--- src/rtl/instruction_fetch_if.sv ---
// Fetch-stage bus: instruction-memory write port, decode control and the IF/ID outputs.
interface instruction_fetch_if #(
  parameter int unsigned AW = 6
);
  logic          imem_we;
  logic [AW-1:0] imem_addr;
  logic [31:0]   imem_wdata;
  logic          stall;
  logic          redirect;
  logic [31:0]   redirect_pc;
  logic [31:0]   pc;
  logic [31:0]   instr;
  logic [5:0]    opcode;
  logic [4:0]    rs;
  logic [4:0]    rt;
  logic [4:0]    rd;
  logic [15:0]   imm;
  logic          instr_valid;
  logic          halted;

  modport master (
    output imem_we, imem_addr, imem_wdata, stall, redirect, redirect_pc,
    input  pc, instr, opcode, rs, rt, rd, imm, instr_valid, halted
  );

  modport slave (
    input  imem_we, imem_addr, imem_wdata, stall, redirect, redirect_pc,
    output pc, instr, opcode, rs, rt, rd, imm, instr_valid, halted
  );
endinterface

--- src/rtl/instruction_fetch.sv ---
// Instruction fetch stage: local instruction memory, fetch PC, IF/ID register and halt detection.
module instruction_fetch #(
  parameter int unsigned IMEM_DEPTH = 64,
  parameter logic [31:0] RESET_PC   = 32'h0000_0000
) (
  input logic               clk,
  input logic               rst_n,
  instruction_fetch_if.slave bus
);
  localparam int unsigned AW      = $clog2(IMEM_DEPTH);
  localparam logic [5:0]  HALT_OP = 6'h3F;

  typedef enum logic {RUN, HALT} state_t;

  state_t        state_q, state_d;
  logic [31:0]   fetch_pc_q, fetch_pc_d;
  logic [31:0]   pc_q, pc_d;
  logic [31:0]   instr_q, instr_d;
  logic          valid_q, valid_d;
  logic [31:0]   mem [IMEM_DEPTH];
  logic [AW-1:0] rd_idx;
  logic          in_range;
  logic [31:0]   rd_word;

  // Read word selection; addresses past the end of memory read as zero.
  assign rd_idx   = fetch_pc_q[AW+1:2];
  assign in_range = (fetch_pc_q >> (AW + 2)) == 32'd0;
  assign rd_word  = in_range ? mem[rd_idx] : 32'h0000_0000;

  // Memory write port, active in every state; no reset on contents.
  always_ff @(posedge clk) begin
    if (bus.imem_we) mem[bus.imem_addr] <= bus.imem_wdata;
  end

  // State and pipeline registers.
  always_ff @(posedge clk or negedge rst_n) begin
    if (!rst_n) begin
      state_q    <= RUN;
      fetch_pc_q <= RESET_PC;
      pc_q       <= 32'h0;
      instr_q    <= 32'h0;
      valid_q    <= 1'b0;
    end else begin
      state_q    <= state_d;
      fetch_pc_q <= fetch_pc_d;
      pc_q       <= pc_d;
      instr_q    <= instr_d;
      valid_q    <= valid_d;
    end
  end

  // Next-state logic: redirect beats stall, stall beats halt, otherwise fetch.
  always_comb begin
    state_d    = state_q;
    fetch_pc_d = fetch_pc_q;
    pc_d       = pc_q;
    instr_d    = instr_q;
    valid_d    = valid_q;
    case (state_q)
      RUN: begin
        if (bus.redirect) begin
          fetch_pc_d = bus.redirect_pc;
          pc_d       = 32'h0;
          instr_d    = 32'h0;
          valid_d    = 1'b0;
        end else if (bus.stall) begin
          // hold everything
        end else if (valid_q && (instr_q[31:26] == HALT_OP)) begin
          state_d = HALT;
          valid_d = 1'b0;
        end else begin
          instr_d    = rd_word;
          pc_d       = fetch_pc_q;
          valid_d    = 1'b1;
          fetch_pc_d = fetch_pc_q + 32'd4;
        end
      end
      HALT: begin
        // frozen until reset
      end
    endcase
  end

  // Outputs: the IF/ID register and its field slices.
  assign bus.pc          = pc_q;
  assign bus.instr       = instr_q;
  assign bus.opcode      = instr_q[31:26];
  assign bus.rs          = instr_q[25:21];
  assign bus.rt          = instr_q[20:16];
  assign bus.rd          = instr_q[15:11];
  assign bus.imm         = instr_q[15:0];
  assign bus.instr_valid = valid_q;
  assign bus.halted      = (state_q == HALT);
endmodule

--- src/flat_wrapper.sv ---
// flat-port wrapper written by rule: the top's interface ports become plain ports
module instruction_fetch_flat 
#(
  parameter int unsigned IMEM_DEPTH = 64,
  parameter logic [31:0] RESET_PC   = 32'h0000_0000
)
  (clk, rst_n, bus_imem_we, bus_imem_addr, bus_imem_wdata, bus_stall, bus_redirect, bus_redirect_pc, bus_pc, bus_instr, bus_opcode, bus_rs, bus_rt, bus_rd, bus_imm, bus_instr_valid, bus_halted);
  instruction_fetch_if #(.AW(6)) bus_i ();
  input logic clk;
  input logic rst_n;
  input wire logic [$bits(bus_i.imem_we)-1:0] bus_imem_we;
  input wire logic [$bits(bus_i.imem_addr)-1:0] bus_imem_addr;
  input wire logic [$bits(bus_i.imem_wdata)-1:0] bus_imem_wdata;
  input wire logic [$bits(bus_i.stall)-1:0] bus_stall;
  input wire logic [$bits(bus_i.redirect)-1:0] bus_redirect;
  input wire logic [$bits(bus_i.redirect_pc)-1:0] bus_redirect_pc;
  output wire logic [$bits(bus_i.pc)-1:0] bus_pc;
  output wire logic [$bits(bus_i.instr)-1:0] bus_instr;
  output wire logic [$bits(bus_i.opcode)-1:0] bus_opcode;
  output wire logic [$bits(bus_i.rs)-1:0] bus_rs;
  output wire logic [$bits(bus_i.rt)-1:0] bus_rt;
  output wire logic [$bits(bus_i.rd)-1:0] bus_rd;
  output wire logic [$bits(bus_i.imm)-1:0] bus_imm;
  output wire logic [$bits(bus_i.instr_valid)-1:0] bus_instr_valid;
  output wire logic [$bits(bus_i.halted)-1:0] bus_halted;
  assign bus_i.imem_we = bus_imem_we;
  assign bus_i.imem_addr = bus_imem_addr;
  assign bus_i.imem_wdata = bus_imem_wdata;
  assign bus_i.stall = bus_stall;
  assign bus_i.redirect = bus_redirect;
  assign bus_i.redirect_pc = bus_redirect_pc;
  assign bus_pc = bus_i.pc;
  assign bus_instr = bus_i.instr;
  assign bus_opcode = bus_i.opcode;
  assign bus_rs = bus_i.rs;
  assign bus_rt = bus_i.rt;
  assign bus_rd = bus_i.rd;
  assign bus_imm = bus_i.imm;
  assign bus_instr_valid = bus_i.instr_valid;
  assign bus_halted = bus_i.halted;
  instruction_fetch #(.IMEM_DEPTH(IMEM_DEPTH), .RESET_PC(RESET_PC)) u_core (.clk(clk), .rst_n(rst_n), .bus(bus_i));
endmodule
--- config.mk ---
export PLATFORM = sky130hd
export DESIGN_NAME = instruction_fetch_flat
export DESIGN_NICKNAME = d
export VERILOG_FILES = /design/src/rtl/instruction_fetch_if.sv /design/src/rtl/instruction_fetch.sv /design/src/flat_wrapper.sv
export SDC_FILE = /design/constraint.sdc
export NUM_CORES = 2
export LEC_CHECK = 0
export ABC_AREA = 1
export BUFFER_PORTS_ARGS = -buffer_cell sky130_fd_sc_hd__buf_2
export CORE_MARGIN = 4
export CORE_UTILIZATION = 50
export CTS_BUF_LIST = sky130_fd_sc_hd__clkbuf_16
export DETAILED_ROUTE_END_ITERATION = 12
export PLACE_DENSITY_LB_ADDON = 0.2
export SLEW_MARGIN = 10
export SYNTH_ARGS = -nofsm -noshare
export SYNTH_HDL_FRONTEND = slang
export SYNTH_SLANG_ARGS = --single-unit
--- constraint.sdc ---
create_clock -name clk -period 2.4 [get_ports clk]
set_input_delay 0.48 -clock clk [delete_from_list [all_inputs] [get_ports clk]]
set_output_delay 0.48 -clock clk [all_outputs]
set_load 0.02 [all_outputs]
Word level (Yosys, flattened, before mapping). Memory sizes are Yosys's and may differ from the RTL's. Index checks and enable logic that the tools add are counted.

Add/sub/neg operators: 1. Eq/ne operators: 3. Multiplexer cells: 19. Bitwise logic cells: 1. Reductions and logical operators: 4.

Operator list (count): $mux W32 (10); $add A32 B3 Y32 const B (1); $logic_not A32 Y1 (1); $mux W1 (9); $eq A6 B6 Y1 const B (1); $reduce_and A3 Y1 (1); $ne A2 B1 Y1 const B (1); $ne A2 B2 Y1 const B (1); $reduce_and A2 Y1 (1); $logic_and A1 B1 Y1 (1); $not A1 Y1 (1).

Register bits: 98. Memory bits (writable): 2048. Memories kept: 1.

Memory list: u_core.mem (words 64, bits a word 32, read ports 1, clocked after Yosys merged registers in 0, write ports 1, line instruction_fetch.sv:20) `logic [31:0] mem [IMEM_DEPTH];`.

Depth between registers and ports, before layout.
Word-level depth: 6. Depth in mapped cells: 18. Depth with buffers taken out: 14.

Worst setup path before layout. Ideal clock, no wire load.

Kind: input to register. Start: input bus_imem_we. End: memory u_core.mem[48][0], enable pin. Setup time: 0.502 ns. Arrival time: 4.108 ns. Data required time: 1.898 ns. Setup slack: -2.210 ns. Stages: 3. Path buffers: 1. Path through: clkbuf_1 -> nand4_1 -> nor4_1.

Cells in the longest elaborated chain, start to end: 2.

RTL lines: start: declaration (line flat_wrapper.sv:11) `input wire logic [$bits(bus_i.imem_we)-1:0] bus_imem_we;`; $mux W1 (line instruction_fetch.sv:32) `if (bus.imem_we) mem[bus.imem_addr] <= bus.imem_wdata;`; $mux W1 (implied by the code) (line instruction_fetch.sv:32); end: declaration (line instruction_fetch.sv:20).

Every way passes these cells.

Worst setup path after layout.
Start: register u_core.fetch_pc_q[2]. End: register u_core.instr_q[1], in the netlist u_core.bus.instr[1].

Cells in the longest elaborated chain, start to end: 5.

RTL lines: start: declaration (line instruction_fetch.sv:16) `logic [31:0] fetch_pc_q, fetch_pc_d;`; start signal: assignment (line instruction_fetch.sv:45) `fetch_pc_q <= fetch_pc_d;`; $mem_v2 Z64 W32; $mux W32 (line instruction_fetch.sv:28) `assign rd_word = in_range ? mem[rd_idx] : 32'h0000_0000;`; $mux W32 (line instruction_fetch.sv:68) `end else if (valid_q && (instr_q[31:26] == HALT_OP)) begin`; $mux W32 (line instruction_fetch.sv:66) `end else if (bus.stall) begin`; $mux W32 (line instruction_fetch.sv:61) `if (bus.redirect) begin`; end signal: assignment (line instruction_fetch.sv:47) `instr_q <= instr_d;`; end: declaration (line instruction_fetch.sv:18) `logic [31:0] instr_q, instr_d;`.

Every way passes these cells. The select of a mux whose other input is x is not followed. A chain may end at the register's enable or synchronous reset.

==> reports/metrics.yaml <==
cells_and_area:
  post-route-util: 0.595
  n_fill_cell: 14400
  final_common_cell: "nand2_1"
  syn_to_final_growth_pct: 18.0
  layout.cells.non_filler: 11800
  nNetsFinal: 9307
  seq_area_mm2: 0.0640
  multi_input_area_mm2: 0.0220
  drive_above_1_share: 0.124
  layout_common_cells: "nand2_1, edfxtp_1, inv_1"
route:
  wire_per_inst_um: 23.3
  drtIter0Drc: 7525
  avgViaCountPerCell: 5.51
  drc_errors: 0
  antenna_left: 0
  dr.pass1.iters: 5
  vias: 65100
  routed_wl_um: 275000
global_route:
  grt-ovfl-total: 0
  grt_start_max_net_pins: 65
  grt_first_pass_wirelength_um: 400000
  grt_pass1_vias: 61700
  grt_use_total: 0.283
  antenna_found_initial: 16
synth:
  synth_top_area_share: 0.673
  ys_types: 36
  avgSynthCellArea_um2: 10.4
  ys_seq_area_frac: 0.700
  yosys-top-cells-area: "edfxtp_1, nand2_1, nand3_1, inv_1, nor2_1"
  synthArstFlopShare: 0.0457
  ys.flop_type: "edfxtp_1"
  synth-edff-count: 2048
  ys_seq_elements: 2146
  synth_largest_area_cell: "edfxtp_1"
  netlist_area_mm2: 0.0914
  synth_nets: 8853
  ys.warnings.count: 0
  synth_cells: 8777
die:
  core_area_mm2: 0.181
  start_util: 0.504
  die_y_um: 436
  rows: 156
  fp.dieArea_mm2: 0.190
  die_w_um: 436
  ios: 178
sta:
  grt_setup_unrepaired: "yes"
  fin_crit_sh: 1.02
  worst_pin_slew_ns: 1.24
  report.final.setup_viol: 4
  finClkSkew_ns: 0.0274
  fin_setup_tns_ns: -0.0830
  slew_headroom: 0.172
  min_period_ns: 2.45
  hold_viol_final: 0
  finalWorstSetupSlack_ns: -0.0531
  hold_slack_ns: 0.0707
  timing.fmax_mhz: 408
  slew_violations: 0
worst_setup_path:
  worst_setup_path_start_kind: "flop"
  worstSetupPathType: "reg -> reg"
  crit_arrival_ns: 3.22
  end_kind: "flop"
  cp_max_fo: 31
  cp.required_ns: 3.17
placement:
  post-place-cells: 11300
  place_hpwl_um: 162000
  numPortBuffers: 177
  place_congestion: 0.856
power:
  peakVddDrop_mv: 0.575
  p_leak_nw: 44.7
  power_density_mw_per_mm2: 767
outcome:
  violations: "negative setup slack"
  status: "finished, violations left"
clock_tree:
  clock_path_buffers: 3
  cts_root_buf: "clkbuf_16"
  numCtsBuffers: 217
  clk_latency_ns: 0.87
  cts.sink_count: 2146
  cts_tree: "built"
  htreeDepth: 4
  clk_pin_slew_ns: 0.06
flow_run:
  cap_violations: 0
hold_path:
  hold_path_class: "in -> reg"
-- final cells by class --
| class | instances | area share |
|---|---|---|
| clock inverter | 189 | 0.0131 |
| antenna | 10 | 0.000232 |
| timing repair buffer | 728 | 0.0747 |
| clock buffer | 218 | 0.0506 |
| timing repair inverter | 1 | 0.0000812 |
| inverter | 1031 | 0.0365 |
| tap | 2370 | 0.0275 |
| sequential | 2146 | 0.593 |
| multi-input combinational | 5106 | 0.204 |
-- sequential cells by signal, indices dropped and copies added (netlist names) --
register	cells
u_core.bus.halted	1
u_core.bus.instr	32
u_core.bus.instr_valid	1
u_core.bus.pc	32
u_core.fetch_pc_q	32
u_core.mem	2048
-- report_power, final --
part	leakage [nW]	internal (mW)	switching, mW	total (mW)
logic	21.4	2.75	5.69	8.45
registers	19.7	41.3	0.144	41.5
clock network	3.59	18.4	14.4	32.8
total	44.7	62.5	20.2	82.7
-- through the flow --
step           setup slack [ns]  total power [mW]  cell area, um^2
2_1_floorplan            -0.557              46.3            91700
3_3_place_gp             -0.298              50.1            99700
3_5_place_dp             -0.294              50.2            99700
4_1_cts                 -0.0599              82.8           107000
5_1_grt                  -0.117              85.3           108000
6_report                -0.0531              82.7           108000
-- worst paths after layout --
| path | from | depth (start not counted) | end | slack (ns) |
|---|---|---|---|---|
| min in group asynchronous | rst_n | 2 | u_core.bus.instr[7] | 0.25 |
| worst max register to register | u_core.fetch_pc_q[2] | 12 | u_core.bus.instr[1] | -0.05 |
| worst min register to register | u_core.bus.pc[9] | 2 | u_core.bus.pc[9] | 0.48 |
| worst max-delay path | u_core.fetch_pc_q[2] | 12 | u_core.bus.instr[1] | -0.05 |
| worst min-delay path | bus_redirect | 4 | u_core.bus.halted | 0.07 |
| max in group asynchronous | rst_n | 3 | u_core.bus.instr[9] | 1.28 |
-- per-layer routing --
layer  track usage  vias up  wire length (um)
met5             0        -                12
met4         0.115        2             11900
met3        0.0366      538             23100
met2         0.462     3140            130000
met1         0.385    31700            110000
li1              -    29700                 -
-- synth_stat cells (2+ instances only) --
cell type / number
dfrtp_1: 98
inv_2: 3
nand2_1: 2961
or2_2: 24
a32o_1: 3
buf_6: 8
nor4_1: 10
buf_4: 61
a21oi_1: 78
clkbuf_1: 231
inv_1: 1025
nand3_1: 951
mux2_2: 3
xor2_1: 9
and3_1: 6
nor2_1: 676
edfxtp_1: 2048
nor3_1: 6
o21ai_1: 2
nand4_1: 21
o21ai_0: 316
o22ai_1: 6
a22oi_1: 2
o211ai_1: 23
buf_2: 141
buf_1: 53
clkinv_1: 2
nor2_2: 2
-- cells by family (layout without fill, tap and decap cells) --
group | after synthesis | after routing | synth area share
adder cells (fa/ha/maj) | 1 | 1 | 0.000137
XOR/XNOR | 9 | 9 | 0.000863
buffers and inverters | 1525 | 2167 | 0.0678
AND/OR/NAND/NOR | 4658 | 4658 | 0.206
multiplexers | 3 | 3 | 0.000370
AO/OA/AOI/OAI | 435 | 435 | 0.0249
flip-flops | 2146 | 2146 | 0.700
other | 0 | 10 | 0
-- timing repair --
| item | CTS | global route |
|---|---|---|
| cloned | 8 | 7 |
| hold buffers | 33 | 0 |
| endpoints found under the hold margin | 49 | 0 |
| resized for setup | 45 | 64 |
| endpoints found under the setup margin | 30 | 37 |
| pin swaps | 1 | 6 |
| setup buffers | 11 | 8 |
-- worst max-delay path, stage by stage (launching register included) --
cell and delay [ns]:
dfrtp_4 0.55, clkinv_16 0.17, buf_4 0.18, buf_12 0.16, buf_4 0.15, o21ai_0 0.17, nand3_1 0.09, nand3_1 0.20
nand2_1 0.23, nand3_1 0.24, nand2_1 0.08, nand2_1 0.06, nand2_1 0.05
Power figures use the tool's default switching activity.
